--- config.mk ---
export PLATFORM = sky130hd
export DESIGN_NAME = serial_subtractor
export DESIGN_NICKNAME = d
export VERILOG_FILES = /design/src/rtl/serial_subtractor.sv
export SDC_FILE = /design/constraint.sdc
export NUM_CORES = 1
export LEC_CHECK = 0
export ABC_AREA = 1
export BUFFER_PORTS_ARGS = -buffer_cell sky130_fd_sc_hd__buf_4
export CORE_UTILIZATION = 50
export DETAILED_ROUTE_END_ITERATION = 8
export GPL_TIMING_DRIVEN = 1
export PLACE_DENSITY_LB_ADDON = 0.2
export SLEW_MARGIN = 20
export SYNTH_ARGS = -nofsm -noshare
export SYNTH_HDL_FRONTEND = slang
export SYNTH_SLANG_ARGS = --single-unit
--- constraint.sdc ---
create_clock -name clk -period 1.2 [get_ports clk]
set_clock_uncertainty 0.1 [all_clocks]
set_input_delay 0.06 -clock clk [delete_from_list [all_inputs] [get_ports clk]]
set_output_delay 0.06 -clock clk [all_outputs]
set_load 0.05 [all_outputs]
--- src/rtl/serial_subtractor.sv ---
// Bit-serial subtractor: diff = a - b - borrow_in, one bit per clock, LSB first.
// Define SERIAL_SUB_OVF_EN to add the signed-overflow output ovf.
module serial_subtractor #(
    parameter int n_bit = 8
) (
    input  logic             clk,
    input  logic             rst_n,
    input  logic             start,
    input  logic [n_bit-1:0] a,
    input  logic [n_bit-1:0] b,
    input  logic             borrow_in,
    output logic             busy,
    output logic             done,
    output logic [n_bit-1:0] diff,
    output logic             borrow_out
`ifdef SERIAL_SUB_OVF_EN
    ,
    output logic             ovf
`endif
);

    localparam int cnt_w = (n_bit > 1) ? $clog2(n_bit) : 1;
    localparam logic [cnt_w-1:0] last_bit = cnt_w'(n_bit - 1);

    typedef enum logic [1:0] {
        IDLE  = 2'd0,
        SHIFT = 2'd1,
        DONE  = 2'd2
    } state_t;

    state_t           state_q, state_d;
    logic [n_bit-1:0] a_q, a_d;
    logic [n_bit-1:0] b_q, b_d;
    logic [n_bit-1:0] res_q, res_d;
    logic [n_bit-1:0] diff_q, diff_d;
    logic [cnt_w-1:0] cnt_q, cnt_d;
    logic             br_q, br_d;
    logic             busy_q, busy_d;
    logic             done_q, done_d;
    logic             borrow_out_q, borrow_out_d;
    logic             ovf_q, ovf_d;
    logic             bit_diff;
    logic             bit_borrow;

    // Operand registers shift right so the bit under work is always at index 0.
    assign bit_diff   = a_q[0] ^ b_q[0] ^ br_q;
    assign bit_borrow = (~a_q[0] & b_q[0]) | (~a_q[0] & br_q) | (b_q[0] & br_q);

    always_comb begin
        state_d      = state_q;
        a_d          = a_q;
        b_d          = b_q;
        res_d        = res_q;
        diff_d       = diff_q;
        cnt_d        = cnt_q;
        br_d         = br_q;
        busy_d       = 1'b0;
        done_d       = 1'b0;
        borrow_out_d = borrow_out_q;
        ovf_d        = ovf_q;

        case (state_q)
            IDLE, DONE: begin
                state_d = IDLE;
                if (start) begin
                    a_d     = a;
                    b_d     = b;
                    br_d    = borrow_in;
                    cnt_d   = '0;
                    busy_d  = 1'b1;
                    state_d = SHIFT;
                end
            end
            SHIFT: begin
                a_d    = a_q >> 1;
                b_d    = b_q >> 1;
                br_d   = bit_borrow;
                res_d  = {bit_diff, res_q[n_bit-1:1]};
                cnt_d  = cnt_q + cnt_w'(1);
                busy_d = 1'b1;
                if (cnt_q == last_bit) begin
                    // Results are published only here, so partial values never leak out.
                    diff_d       = {bit_diff, res_q[n_bit-1:1]};
                    borrow_out_d = bit_borrow;
                    ovf_d        = br_q ^ bit_borrow;
                    busy_d       = 1'b0;
                    done_d       = 1'b1;
                    state_d      = DONE;
                end
            end
            default: begin
                state_d = IDLE;
            end
        endcase
    end

    always_ff @(posedge clk) begin
        if (!rst_n) begin
            state_q      <= IDLE;
            a_q          <= '0;
            b_q          <= '0;
            res_q        <= '0;
            diff_q       <= '0;
            cnt_q        <= '0;
            br_q         <= 1'b0;
            busy_q       <= 1'b0;
            done_q       <= 1'b0;
            borrow_out_q <= 1'b0;
            ovf_q        <= 1'b0;
        end else begin
            state_q      <= state_d;
            a_q          <= a_d;
            b_q          <= b_d;
            res_q        <= res_d;
            diff_q       <= diff_d;
            cnt_q        <= cnt_d;
            br_q         <= br_d;
            busy_q       <= busy_d;
            done_q       <= done_d;
            borrow_out_q <= borrow_out_d;
            ovf_q        <= ovf_d;
        end
    end

    assign busy       = busy_q;
    assign done       = done_q;
    assign diff       = diff_q;
    assign borrow_out = borrow_out_q;

`ifdef SERIAL_SUB_OVF_EN
    assign ovf = ovf_q;
`else
    logic unused_ovf;
    assign unused_ovf = ovf_q;
`endif

endmodule

==> flow_summary.json <==
{
  "antenna-diode-count": 0,
  "nNetsFinal": 345,
  "via_count": 1724,
  "p_per_area_mw_per_mm2": 1130,
  "clkLatencyLatePin_ns": 0.29,
  "synthToLayoutAreaGrowth_pct": 33.1,
  "crit_path_end_kind": "flip-flop",
  "cp_max_fo": 2,
  "fp-row-count": 22,
  "crit_start": "br_q$_SDFFE_PN0P_",
  "clk_root_buffer_cell": "clkbuf_8",
  "crit_arrival_ns": 1.33,
  "rsz0062_at_grt": "true",
  "synth-seq-area-share": 0.419,
  "antenna_left": 0,
  "synth.area.mux_share": 0,
  "hpwlAfterDp_mm": 2.49,
  "slew_viol_final": 0,
  "synth-simple-area-share": 0.327,
  "yosysWarnings": 0,
  "grt_overflow": 0,
  "grt_first_pass_wirelength_mm": 6.62,
  "ioPinCount": 31,
  "grtUsageTotal": 0.209,
  "synthXorXnorAreaFrac": 0,
  "relSlewSlack": 0.847,
  "finalHoldViolations": 0,
  "critPathKind": "reg2reg",
  "fill_cells": 332,
  "cts_tree": "built",
  "hp-class": "in2reg",
  "ys_top_cells_by_area": "dfxtp_1 (42%), nand2_1 (9.4%), nor2_1 (9.2%)",
  "critPathMaxStageDelay_ns": 0.58,
  "postLayoutSetupSlackWorst_ns": -0.0409,
  "grt_pass1_vias": 1599,
  "port_buffers": 30,
  "cp_slowest_cell": "fa_2",
  "grt_max_degree": 39,
  "cp_data_required_time_ns": 1.29,
  "drtIter0Drc": 39,
  "timing.hold.ws_ns": 0.0254,
  "reg2reg_to": "diff[7]$_SDFFE_PN0P_",
  "yosys.area.top_type": "dfxtp_1",
  "crit_buf_inv": 0,
  "cp-start-kind": "flip-flop",
  "dr.pass1.iters": 6,
  "wire_per_inst_um": 10.6,
  "syn_avg_cell_area_um2": 7.16,
  "start_util": 0.522,
  "synth_area_mm2": 0.00191,
  "htreeDepth": 2,
  "fmaxAchievable_mhz": 806,
  "power_mw": 2.87,
  "cts.sinks": 40,
  "final_core_util": 0.695,
  "synthDistinctLibCells": 21,
  "hold_end": "diff[7]$_SDFFE_PN0P_",
  "syn_nets": 290,
  "antenna_found_initial": 0,
  "syn_inst": 267,
  "drv_cap": 0,
  "gp_congestion": 0.744,
  "vias_per_cell": 4.66,
  "fin_crit_ns": 1.24,
  "cts.clk_slew.worst_paths_ns": 0.07,
  "failed_checks": "design-rule violations, negative setup slack",
  "yosysTopAreaCellShare": 0.419,
  "ys_ff_latch": 40,
  "fp.dieW_um": 63.8,
  "fin_crit_sh": 1.03,
  "synth_top_family_by_area": "simple AND/OR/NAND/NOR gates",
  "rr_worst_depth": 4,
  "tightest_slew_ns": 0.230,
  "synth_compound_area_frac": 0.0635,
  "cp_top_family": "adder cells",
  "design.die.area_mm2": 0.00407,
  "status": "finished, violations left",
  "p_leak_nw": 1.28,
  "numCtsBuffers": 5,
  "core_mm2": 0.00366,
  "die_h_um": 63.8,
  "ir_worst_vdd_mv": 0.703,
  "cp_cell_sequence": "fa_2 -> nand2_2 -> nand2_1 -> nor2_1",
  "clockBufferDepth": 2,
  "hold_depth": 3,
  "setup_violations": 2,
  "hp-start": "rst_n",
  "r2r-start": "br_q$_SDFFE_PN0P_",
  "drive_gt1_frac": 0.242,
  "rrSetupSlack_ns": -0.04,
  "synthAdderAreaFrac": 0.0236,
  "totalWireLength_mm": 3.91,
  "drc": 1
}
cells in the final DEF (no fill, tap or decap):
cell           instances
nand2_2                1
a21oi_1                9
fa_2                   1
o21ai_0                8
clkbuf_8               5
nand3b_1               2
dfxtp_2                4
ha_4                   2
nor2_4                 1
buf_4                 42
nand2_4                2
inv_2                  2
nand3_1               34
clkinv_1               3
nor2_8                 1
dfxtp_4                1
a21oi_2                2
nand2_1               48
nand3_2                1
dfxtp_1               35
buf_12                 1
buf_6                  2
nand2_8                2
clkbuf_16              1
clkbuf_1               1
o21ai_2                3
inv_6                  1
inv_4                  2
inv_1                 40
clkinv_2               1
dlygate4sd3_1         17
nor2_1                47
how the worst max path moves through the flow:
stage	end	depth (start not counted)
global placement	a_q[1]$_SDFFE_PN0P_	6
finish	diff[7]$_SDFFE_PN0P_	4
global route	diff[7]$_SDFFE_PN0P_	4
floorplan	borrow_out$_SDFFE_PN0P_	7
detailed placement	diff[3]$_SDFFE_PN0P_	6
CTS	diff[7]$_SDFFE_PN0P_	4
sequential cells by signal (all words and copies together), names as in the netlist:
signal      cells
busy            1
state_q         2
res_q           7
a_q             8
b_q             8
diff            8
done            1
borrow_out      1
br_q            1
cnt_q           3
where the power goes:
part           internal [mW]  leakage, nW  total (mW)  switching [mW]
clock network          0.395       0.0410       0.839           0.443
registers               1.42        0.330        1.46          0.0471
logic                  0.274        0.904       0.568           0.294
total                   2.09         1.28        2.87           0.784
final cells by class:
cell class | instances | area, µm² | share of cell area
well taps | 48 | 60.1 | 0.0236
repair buffers | 63 | 553 | 0.217
clock buffers | 6 | 72.6 | 0.0285
flip-flops and latches | 40 | 810 | 0.318
multi-input cells | 164 | 853 | 0.335
clock inverters | 1 | 5.00 | 0.00197
inverters | 48 | 190 | 0.0748
Yosys cell counts (all sizes together):
cell	count
ha	2
nor2	49
a21oi	11
inv	45
clkinv	3
nand3b	2
buf	15
nand2	53
fa	1
nand3	35
o21ai	11
dfxtp	40
cell families after synthesis:
family / count (synthesis)
adder cells (fa/ha/maj): 3
buffers and inverters: 63
AO/OA/AOI/OAI: 22
AND/OR/NAND/NOR: 139
flip-flops: 40
per-layer routing:
metal	track usage	wire length [µm]	share of wire	up-vias
li1	-	-	-	919
met5	0	0	0	-
met2	0.399	1950	0.50	25
met4	0.0767	51	0.013	0
met3	0.0482	98	0.025	7
met1	0.220	1810	0.46	773
stage by stage:
stage	cells	TNS [ns]	area [µm²]	worst slack (ns)
floorplan	267	0	1910	0.00326
global placement	344	-1.12	2180	-0.0600
detailed placement	344	-1.49	2180	-0.0823
CTS	368	-0.0664	2460	-0.0437
global route	370	-0.316	2540	-0.0808
finish	370	-0.0682	2540	-0.0409
worst register-to-register path, cell delays in order, from the launching register on:
cell     delay, ns
dfxtp_2       0.34
fa_2          0.58
nand2_2       0.04
nand2_1       0.05
nor2_1        0.04
timing repair:
item / in CTS / in global routing
setup endpoints to repair: 34 / 31
endpoints found under the hold margin: 17 / 0
setup buffers: 0 / 1
gates cloned: 0 / 1
pin swaps: 3 / 3
resized for setup: 11 / 12
hold buffers: 17 / 0
(Power assumes the default switching activity.)
